## src/rtl/nroot_pkg.sv

```systemverilog
// nroot_pkg: shared types and constants for the N-th root Taylor-series datapath
// Contents: state_t (IDLE/ACCUM/DONE), ACC_WIDTH, CNT_W, SAT_POS/SAT_NEG clamp values
package nroot_pkg;
  localparam int ACC_WIDTH = 128;
  localparam int CNT_W = 8;
  localparam logic [ACC_WIDTH-1:0] SAT_POS = {1'b0, {(ACC_WIDTH-1){1'b1}}};
  localparam logic [ACC_WIDTH-1:0] SAT_NEG = {1'b1, {(ACC_WIDTH-1){1'b0}}};
  typedef enum logic [1:0] {IDLE, ACCUM, DONE} state_t;
endpackage

```

## src/rtl/taylor_term_accum_fa.sv

```systemverilog
// FA_128: 128-bit ripple-carry adder
// Ports: a, b (addends), cin (carry in), s (sum, carry out dropped)
module FA_128
  import nroot_pkg::*;
(
  input  logic [ACC_WIDTH-1:0] a,
  input  logic [ACC_WIDTH-1:0] b,
  input  logic                 cin,
  output logic [ACC_WIDTH-1:0] s
);
  logic c;
  always_comb begin
    c = cin;
    s = '0;
    for (int k = 0; k < ACC_WIDTH; k++) begin
      s[k] = a[k] ^ b[k] ^ c;
      c = (a[k] & b[k]) | (c & (a[k] ^ b[k]));
    end
  end
endmodule

```

## src/rtl/taylor_term_accum.sv

```systemverilog
// taylor_term_accum: signed streaming accumulator of Taylor-series terms
// Ports: clk, rst_n (async active-low); start/n_terms begin a run; term_valid/term_ready/term/term_sub
// stream terms in; sum/sum_valid/sum_ready hand the result out; busy, overflow (sticky per run).
// Optional: define TAYLOR_ACC_SATURATE_EN to clamp the sum on signed overflow instead of wrapping.
module taylor_term_accum
  import nroot_pkg::*;
#(
  parameter int WIDTH = ACC_WIDTH,
  parameter int CNT_W = nroot_pkg::CNT_W
) (
  input  logic             clk,
  input  logic             rst_n,
  input  logic             start,
  input  logic [CNT_W-1:0] n_terms,
  input  logic             term_valid,
  output logic             term_ready,
  input  logic [WIDTH-1:0] term,
  input  logic             term_sub,
  output logic [WIDTH-1:0] sum,
  output logic             sum_valid,
  input  logic             sum_ready,
  output logic             busy,
  output logic             overflow
);
  state_t           state;
  logic [WIDTH-1:0] acc;
  logic [CNT_W-1:0] remaining;
  logic [WIDTH-1:0] operand;
  logic [WIDTH-1:0] add_sum;
  logic [WIDTH-1:0] acc_next;
  logic             op_sign;
  logic             ovf_now;
  logic             take;
  assign operand = term_sub ? ~term + 1'b1 : term;
  FA_128 u_add (.a(acc), .b(operand), .cin(1'b0), .s(add_sum));
  // Negating -2^127 wraps back to itself; its true value is +2^127, so treat it as positive.
  assign op_sign = (term_sub && term == SAT_NEG) ? 1'b0 : operand[WIDTH-1];
  assign ovf_now = (op_sign == acc[WIDTH-1]) && (add_sum[WIDTH-1] != acc[WIDTH-1]);
`ifdef TAYLOR_ACC_SATURATE_EN
  assign acc_next = ovf_now ? (acc[WIDTH-1] ? SAT_NEG : SAT_POS) : add_sum;
`else
  assign acc_next = add_sum;
`endif
  assign term_ready = state == ACCUM;
  assign take = term_valid && term_ready;
  assign sum_valid = state == DONE;
  assign busy = state != IDLE;
  assign sum = sum_valid ? acc : '0;
  always_ff @(posedge clk or negedge rst_n) begin
    if (!rst_n) begin
      state <= IDLE;
      acc <= '0;
      remaining <= '0;
      overflow <= 1'b0;
    end else if (state == IDLE && start) begin
      acc <= '0;
      overflow <= 1'b0;
      remaining <= n_terms;
      state <= n_terms == '0 ? DONE : ACCUM;
    end else if (take) begin
      acc <= acc_next;
      overflow <= overflow | ovf_now;
      remaining <= remaining - 1'b1;
      if (remaining == CNT_W'(1)) state <= DONE;
    end else if (state == DONE && sum_ready) begin
      state <= IDLE;
    end
  end
endmodule

```

## config.mk

```make
export PLATFORM = sky130hd
export DESIGN_NAME = taylor_term_accum
export DESIGN_NICKNAME = d
export VERILOG_FILES = /design/src/rtl/nroot_pkg.sv /design/src/rtl/taylor_term_accum_fa.sv /design/src/rtl/taylor_term_accum.sv
export SDC_FILE = /design/constraint.sdc
export NUM_CORES = 1
export LEC_CHECK = 0
export CORE_MARGIN = 2
export CORE_UTILIZATION = 55
export DETAILED_ROUTE_END_ITERATION = 10
export PLACE_DENSITY = 0.87
export SYNTH_ARGS = -nofsm -noshare
export SYNTH_HDL_FRONTEND = slang
export SYNTH_HIERARCHICAL = 1
export SYNTH_SLANG_ARGS = --single-unit
```

## constraint.sdc

```tcl
create_clock -name clk -period 107.9 [get_ports clk]
set_input_delay 21.58 -clock clk [delete_from_list [all_inputs] [get_ports clk]]
set_output_delay 21.58 -clock clk [all_outputs]
set_load 0.01 [all_outputs]
```

======== Word level (Yosys, flattened, before mapping) ========
Index checks and enable logic that the tools add are counted.
word-level totals
  register bits after elaboration ......... 139
  input bits .............................. 142
  output and inout bits ................... 132
operators by class
  add/subtract/negate cells ............... 2
  equality and inequality tests ........... 7
  muxes and demuxes ....................... 14
  bitwise operators ....................... 636
  reduce and logical (&&, ||, !) cells .... 11
operators with widths
  kind                       count
  $mux W128                  4
  $xor A1 B1 Y1              255
  $and A1 B1 Y1              253
  $add A128 B1 Y128 const B  1
  $eq A128 B128 Y1 const B   1
  $not A128 Y128             1
  $or A1 B1 Y1               127
  $mux W8                    2
  $mux W2                    5
  $eq A8 B1 Y1 const B       1
  $logic_not A8 Y1           1
  $sub A8 B1 Y8 const B      1
  $logic_and A1 B1 Y1        5
  $reduce_bool A2 Y1         2
  $mux W1                    3
  $ne A3 B1 Y1 const B       1
  $reduce_bool A3 Y1         1
  $eq A2 B1 Y1 const B       1
  $eq A2 B2 Y1 const B       1
  $logic_not A2 Y1           1
  $reduce_and A2 Y1          1
  $eq A1 B1 Y1               1
  $ne A1 B1 Y1               1

======== Longest topological paths before layout ========
Gate-level depths: netlist of run 1.
  word-level depth ........................ 262
  gate-level depth with buffers ........... 137

======== Modules after synthesis ========
The synthesis of run 1 kept the hierarchy.
modules (own cells, without submodules)
  module             instances  cells an instance  area each (µm²)  sequential area each (µm²)
  taylor_term_accum  1          923                8,882.3          3,478.3
  FA_128             1          133                2,585.0          0.0

======== Least setup slack after synthesis of run 1 ========
Ideal clock, no wire load.
  path type ............................... input-to-reg
  from .................................... input port term_sub
  to ...................................... register overflow
  setup time .............................. 70 ps
  data arrival time ....................... 70,817 ps
  path slack .............................. 37,014 ps
  cell stages on the path ................. 136
  cells stage by stage .................... clkbuf_1 > buf_1 > o21ai_0 > fa_1 > fa_1 > fa_1 > fa_1 > fa_1 > fa_1 > fa_1 > fa_1 > fa_1 > fa_1 > fa_1 > fa_1 > fa_1 > fa_1 > fa_1 > (+100 left out) > fa_1 > fa_1 > fa_1 > fa_1 > fa_1 > fa_1 > fa_1 > fa_1 > fa_1 > fa_1 > fa_1 > fa_1 > fa_1 > xor3_1 > nand3b_1 > a21oi_1 > a21boi_0 > nand3b_1
between the ends
  longest elaborated chain between the ends .. 260
RTL lines
  what                   line                        RTL
  from (decl)            taylor_term_accum.sv:18     input logic term_sub,
  $mux W128 *            taylor_term_accum.sv:34     assign operand = term_sub ? ~term + 1'b1 : term;
  via operand[1]         taylor_term_accum.sv:28     logic [WIDTH-1:0] operand;
  $xor A1 B1 Y1          taylor_term_accum_fa.sv:17  c = (a[k] & b[k]) | (c & (a[k] ^ b[k]));
  $and A1 B1 Y1          taylor_term_accum_fa.sv:17
  $or A1 B1 Y1 *         taylor_term_accum_fa.sv:17
  $and A1 B1 Y1 *        taylor_term_accum_fa.sv:17
  $or A1 B1 Y1 *         taylor_term_accum_fa.sv:17
  $and A1 B1 Y1 *        taylor_term_accum_fa.sv:17
  (+246 left out)        --
  $or A1 B1 Y1 *         taylor_term_accum_fa.sv:17
  $xor A1 B1 Y1 *        taylor_term_accum_fa.sv:16  s[k] = a[k] ^ b[k] ^ c;
  via acc_next[127]      taylor_term_accum.sv:30     logic [WIDTH-1:0] acc_next;
  $ne A1 B1 Y1 *         taylor_term_accum.sv:38     assign ovf_now = (op_sign == acc[WIDTH-1]) && (add_sum[WIDTH-1] != acc[WIDTH-1]);
  $logic_and A1 B1 Y1 *  taylor_term_accum.sv:38
  $or A1 B1 Y1 *         taylor_term_accum.sv:62     overflow <= overflow | ovf_now;
  $mux W1 *              taylor_term_accum.sv:60     end else if (take) begin
  $mux W1 *              taylor_term_accum.sv:55     end else if (state == IDLE && start) begin
  to (signal assigned)   taylor_term_accum.sv:62
  to (decl)              taylor_term_accum.sv:23     output logic overflow
Mark *: on every way through the listed nets, which the timed path passes. The rest lies on a longest branch. The select of a mux whose other input is x is not followed.
A chain may end at the register's enable or synchronous reset.

======== Worst setup path in the final report of run 1 ========
  from .................................... input port term[0]
  to ...................................... register overflow
between the ends
  longest elaborated chain between the ends .. 262
RTL lines
  what                   line                        RTL
  from (decl)            taylor_term_accum.sv:17     input logic [WIDTH-1:0] term,
  $not A128 Y128 *       taylor_term_accum.sv:34
  $add A128 B1 Y128 *    taylor_term_accum.sv:34
  $mux W128 *            taylor_term_accum.sv:34
  via operand[1]         taylor_term_accum.sv:28
  $xor A1 B1 Y1          taylor_term_accum_fa.sv:17
  $and A1 B1 Y1          taylor_term_accum_fa.sv:17
  $or A1 B1 Y1 *         taylor_term_accum_fa.sv:17
  $and A1 B1 Y1 *        taylor_term_accum_fa.sv:17
  (+248 left out)        --
  $or A1 B1 Y1 *         taylor_term_accum_fa.sv:17
  $xor A1 B1 Y1 *        taylor_term_accum_fa.sv:16
  via acc_next[127]      taylor_term_accum.sv:30
  $ne A1 B1 Y1 *         taylor_term_accum.sv:38
  $logic_and A1 B1 Y1 *  taylor_term_accum.sv:38
  $or A1 B1 Y1 *         taylor_term_accum.sv:62
  $mux W1 *              taylor_term_accum.sv:60
  $mux W1 *              taylor_term_accum.sv:55
Marks and branches as above.

==> out/metrics.cfg, run 1 <==
[clocking]
cts.sinks = 139
cts_resized = 0
numCtsBuffers = 17
post_cts_buffers = 0
ctsHoldBuffers = 0
clk_pin_slew_ns = 0.07
htreeDepth = 4
cts_tree = built
clock_latency_ns = 0.44
clock_path_buffers = 2
cts_root_buf = clkbuf_16

[sta]
rsz0062_at_grt = no
fmax_mhz = 13.6
fin_crit_sh_pct = 68.2
relSlewSlack_pct = 41.8
report.final.setup_viol = 0
max_slew.worst_pin.slew_ns = 0.872
setup_tns_ns = 0
hold_viol_final = 0
post-route-min-period_ns = 73.54
skew_ns = 0.0145
slew_violations = 0

[grt]
antenna_found_initial = 2
grt_first_pass_wirelength_um = 50700
grtUsageTotal_pct = 29.7
overflow = 0
grt_pass1_vias = 9671
grt_max_degree = 99

[setup_path]
r2r_setup_slack_ns = 55.74
crit_arrival_ns = 73.90
r2r_cells = 134
crit_path_start_kind = input pin
r2r_start = acc[0]
crit_path_frequent_cell = fa_1
cp_data_required_time_ns = 108.26
cp_max_fo = 4
critPathKind = input pin to flip-flop
cp_slowest_cell = clkdlybuf4s50_1
slowest_delay_ns = 0.54
timing.rr.end = overflow
end_kind = flip-flop

[route]
vias = 9394
dr.pass1.iters = 5
wl_per_cell_um = 19.8
drc_errors = 0
vias_per_cell = 5.96
drtIter0Drc = 630
ant_nets = 0
wl_um = 31300

[hold_path]
holdPathEnd = acc[16]
min-delay-path-class = flip-flop to flip-flop
hold_depth = 1
worstHoldStart = acc[16]

[logic_synthesis]
syn-num-nets = 1328
yosys_warnings = 6
synthArstFlopShare_pct = 100
synth_edf_count = 0
synth.distinct_cells = 57
synth_cells = 1056
synth_area_sq_um = 11500
avgSynthCellArea_sq_um = 10.9
ys_ff_latch = 139
ys_seq_area_share_pct = 30.3
ys.flop_type = dfrtp_1

[die]
floorplan.io_pins = 274
dieArea_sq_um = 22000
die-width_um = 148
num_rows = 52
die_y_um = 148
core_area_sq_um = 20400
start_util_pct = 56.3

[place]
hpwl_um = 23700
port_buffers = 273
routabilityCongestion = 0.892

[pwr]
p_total_uw = 317
total_leakage_power_uw = 0.00588
ir_drop_mv = 0.0219
power_density_nw_per_um2 = 21.2

[finish]
drive_gt1_share_pct = 5.05
final_common_cell = clkdlybuf4s50_1
syn_to_final_growth_pct = 30.4
mostFrequentLayoutCells = 271 x clkdlybuf4s50_1, 139 x dfrtp_1, 129 x and2_1
final_nets = 1565

[outcome]
status = completed

[run]
maxCapViolations = 0

[flip-flops by register name (all words and copies together) (netlist names)]
| register | cells |
|---|---|
| state | 2 |
| remaining | 8 |
| acc | 128 |
| overflow | 1 |
[worst max-delay path: cells and delay by family]
kind | cells | cell delay (ns)
compound gates | 3 | 0.45
xor+xnor | 1 | 0.41
fa+ha+maj | 127 | 50.28
buf+inv | 4 | 0.75
simple gates | 3 | 0.38
[synth_stat cells, drive strengths merged, types with 2 or more instances]
cell type	number	area, sq um
dfrtp	139	3480
and2	130	813
a22o	128	1120
fa	127	2540
xnor2	121	1060
clkbuf	53	199
nand2	52	195
o21ai	46	230
o31ai	38	290
or4	28	233
or3	22	138
o41ai	21	210
nor2	19	71.3
nor3	15	75.1
nor4	13	81.3
or2	13	83.8
inv	11	41.3
buf	10	53.8
nand2b	10	62.6
nand3	7	35.0
nand3b	6	45.0
a221o	5	50.1
nor2b	5	31.3
xor2	4	35.0
a21oi	3	15.0
ha	3	37.5
nand4	3	18.8
and4b	2	20.0
nand4b	2	17.5
o31a	2	17.5
[power breakdown]
part	internal, uW	switching [uW]
combinational	81.5	71.8
sequential	76.9	27.2
clock	34.8	24.5
[cell type report]
| cell class | instances | area [sq um] |
|---|---|---|
| antenna | 1 | 2.50 |
| clock buffer | 20 | 447 |
| clock inverter | 12 | 140 |
| fill | 1453 | 5410 |
| inverter | 11 | 41.3 |
| multi-input combinational | 843 | 7710 |
| sequential | 139 | 3480 |
| tap | 270 | 338 |
| timing repair buffer | 281 | 2790 |
[cell families (layout without fill, tap and decap cells)]
logic type / Yosys count / count (layout) / synth area share (%)
buf+inv: 74 / 324 / 2.56
fa+ha+maj: 130 / 130 / 22.5
flops: 139 / 139 / 30.3
mux: 1 / 1 / 0.0982
simple gates: 332 / 332 / 17.2
compound gates: 253 / 253 / 17.6
other cells: 1 / 2 / 0.0327
xor+xnor: 126 / 126 / 9.75
[metrics by stage]
step	std cells	hold WS, ns	utilization (%)	cell area [sq um]	setup slack, ns
3_3_place_gp	1544	0.500	70.5	14400	35.41
5_1_grt	1577	0.537	73.4	15000	33.03
3_5_place_dp	1544	0.513	70.5	14400	34.66
6_report	1577	0.527	73.4	15000	34.36
2_1_floorplan	1056	0.480	-	11500	37.01
4_1_cts	1576	0.528	73.4	14900	34.76
[per-layer routing]
layer	part of all wire, %	track usage [%]	up-vias
met5	0	0	-
met3	7.6	7.88	81
met1	41	38.7	4620
met4	3.9	13.0	0
li1	-	-	4279
met2	48	47.1	414
[worst max path at each step]
stage,start,slack [ns],end
2_1_floorplan,term_sub,37.01,overflow
3_3_place_gp,term[0],35.41,overflow
3_5_place_dp,term[0],34.66,overflow
4_1_cts,term[0],34.76,overflow
5_1_grt,term[0],33.03,overflow
6_report,term[0],34.36,overflow
No activity file was read; power rests on OpenSTA's default activity.
==> run 2: changes to the inputs <==
--- a/config.mk
+++ b/config.mk
@@ -6,9 +6,9 @@
 export NUM_CORES = 1
 export LEC_CHECK = 0
 export CORE_MARGIN = 2
-export CORE_UTILIZATION = 55
+export CORE_UTILIZATION = 51
 export DETAILED_ROUTE_END_ITERATION = 10
-export PLACE_DENSITY = 0.87
+export PLACE_DENSITY = 0.82
 export SYNTH_ARGS = -nofsm -noshare
 export SYNTH_HDL_FRONTEND = slang
 export SYNTH_HIERARCHICAL = 1
==> constraint.sdc (replaced) <==
create_clock -name clk -period 75.1 [get_ports clk]
set_input_delay 15.02 -clock clk [delete_from_list [all_inputs] [get_ports clk]]
set_output_delay 15.02 -clock clk [all_outputs]
set_load 0.01 [all_outputs]
==> run 2 against run 1 <==
Via count decreased by 1.8%. Non-clock buffer count decreased by 1. Sequential cell count unchanged. Clock skew increased by 0.0021 ns. Cell count increased by 0.63%. Worst hold slack improved by 0.014 ns. Combinational power increased by 42%. Global-route usage decreased by 3.3 points. Clock power increased by 37%. Sequential power increased by 43%. Sequential share of layout area about the same. Critical endpoint unchanged.
==> out/metrics.cfg, run 2 (synthesized netlist as in run 1, its figures left out) <==
[clocking]
htreeDepth = 4  ; unchanged
cts.sinks = 139  ; unchanged
cts_root_buf = clkbuf_16
post_cts_buffers = 0  ; unchanged
cts_resized = 0  ; unchanged
ctsHoldBuffers = 0  ; unchanged
clk_pin_slew_ns = 0.07  ; about the same
clock_path_buffers = 2  ; unchanged
numCtsBuffers = 17  ; unchanged
cts_tree = built
clock_latency_ns = 0.43  ; about the same

[pwr]
total_leakage_power_uw = 0.00589  ; +0.10%
power_density_nw_per_um2 = 30.0  ; +42%
power_frac_comb_pct = 48.7  ; +0.3 points
intPower_uw = 273  ; +41%
switching_share_pct = 39.1  ; +0.13 points
p_sw_uw = 175  ; +42%
clkPwrFrac_pct = 18.1  ; -0.6 points
ir_drop_mv = 0.0252  ; +15%
p_seq_share_pct = 33.2  ; +0.3 points

[place]
port_buffers = 273  ; unchanged
place_ws_ns = 8.58  ; -26.08 ns
hpwl_um = 23200  ; -2.3%
routabilityCongestion = 0.896  ; +0.46%

[grt]
antenna_found_initial = 4  ; +2
grt_max_degree = 86  ; -13%
grtUsageTotal_pct = 26.4  ; -3.3 points
overflow = 0  ; unchanged
grt_first_pass_wirelength_um = 49500  ; -2.3%
grt_pass1_vias = 9358  ; -3.2%

[sta]
fin_ws_ns = 8.37  ; -25.99 ns
skew_ns = 0.0167  ; +0.00214 ns
slew_violations = 0  ; unchanged
post-route-min-period_ns = 66.73
report.final.setup_viol = 0  ; unchanged
fmax_mhz = 15.0
hold_viol_final = 0  ; unchanged
setup_tns_ns = 0  ; unchanged
relSlewSlack_pct = 25.5  ; -16 points
max_slew.worst_pin.slew_ns = 1.11  ; +0.243 ns
rsz0062_at_grt = no
fin_crit_sh_pct = 88.9

[route]
dr.pass1.iters = 5  ; unchanged
wl_per_cell_um = 19.0  ; -4.1%
ant_nets = 0  ; unchanged
drc_errors = 0  ; unchanged
vias_per_cell = 5.81  ; -2.4%
vias = 9222  ; -1.8%
wl_um = 30200  ; -3.5%
drtIter0Drc = 574  ; -8.9%

[setup_path]
cp_max_fo = 4  ; unchanged
end_kind = flip-flop
cp_slowest_cell = clkdlybuf4s50_1
crit_path_start_kind = input pin
crit_arrival_ns = 67.09  ; -6.81 ns
slowest_delay_ns = 0.54  ; about the same
critPathKind = input pin to flip-flop
crit_path_frequent_cell = fa_1
cp_data_required_time_ns = 75.46  ; -32.80 ns

[outcome]
status = completed

[finish]
largestRegisters = acc: 128 flops, remaining: 8 flops, state: 2 flops
final_common_cell = clkdlybuf4s50_1
syn_to_final_growth_pct = 30.3  ; about the same
mostFrequentLayoutCells = 271 x clkdlybuf4s50_1, 139 x dfrtp_1, 129 x and2_1
drive_gt1_share_pct = 5.13  ; +0.081 points
fill_cells = 1658  ; +14%
final_nets = 1564  ; -0.064%
largest_reg_flops = 128  ; unchanged
largest_register = acc

[hold_path]
min-delay-path-class = flip-flop to flip-flop

[die]
num_rows = 54  ; +3.8%
die_y_um = 154  ; +3.7%
core_area_sq_um = 22000  ; +7.8%
start_util_pct = 52.2  ; -4.1 points
die-width_um = 154  ; +3.7%
dieArea_sq_um = 23700  ; +7.6%
floorplan.io_pins = 274  ; unchanged

[run]
maxCapViolations = 0  ; unchanged

run 2: changes by cell type in the layout (fill, tap and decap cells not counted), sizes merged:
cell      delta
clkinvlp     -4
clkinv       +3
diode        +1
bufinv       -2
inv          +3
buf          -1
run 2: worst max-delay path: cells and delay by family:
family,cells,cell delay [ns]
AND/OR/NAND/NOR,3,0.36
XOR/XNOR,1,0.40
adder cells (fa/ha/maj),127,50.10
AO/OA/AOI/OAI,3,0.44
buffers and inverters,4,0.73
run 2: layer usage:
metal / track usage (%) / wire length (um) / up-vias
met2: 43.5 / 14600 / 348
met4: 7.97 / 757 / 4
met1: 34.8 / 12700 / 4549
met3: 6.29 / 2100 / 49
li1: - / - / 4272
met5: 0 / 33 / -
run 2: final timing paths:
kind	startpoint	end	slack [ns]	depth (start not counted)
min	acc[16]	acc[16]	0.54	1
max in group asynchronous	rst_n	acc[52]	59.19	2
max reg2reg	acc[0]	overflow	23.23	134
min reg2reg	acc[16]	acc[16]	0.54	1
max	term[0]	overflow	8.37	138
min in group asynchronous	rst_n	remaining[0]	14.56	1
run 2: metrics by stage:
| stage | cell area, sq um | hold slack [ns] | power [uW] | std cells | util [%] |
|---|---|---|---|---|---|
| 4_1_cts | 14900 | 0.540 | 450 | 1585 | 68.0 |
| 5_1_grt | 14900 | 0.557 | 489 | 1587 | 68.1 |
| 3_5_place_dp | 14400 | 0.520 | 365 | 1553 | 65.4 |
| 3_3_place_gp | 14400 | 0.505 | 355 | 1553 | 65.4 |
| 6_report | 14900 | 0.541 | 448 | 1587 | 68.1 |
| 2_1_floorplan | 11500 | 0.480 | 292 | 1056 | - |
run 2: power by group through the flow:
| stage | logic (uW) | clock network (uW) | registers, uW |
|---|---|---|---|
| floorplan | 152 | 0 | 140 |
| global placement | 205 | 0 | 150 |
| detailed placement | 215 | 0 | 150 |
| CTS | 217 | 82.5 | 150 |
| global route | 246 | 86.1 | 157 |
| finish | 218 | 81.1 | 149 |
run 2: cell type report:
cell class,instances,area [sq um],share of cell area [%]
Sequential cell,139,3480,23.3
Timing Repair Buffer,280,2780,18.6
Tap cell,280,350,2.34
Antenna cell,2,5.00,0.0335
Multi-Input combinational cell,843,7710,51.6
Inverter,11,41.3,0.276
Clock inverter,12,105,0.703
Clock buffer,20,467,3.12
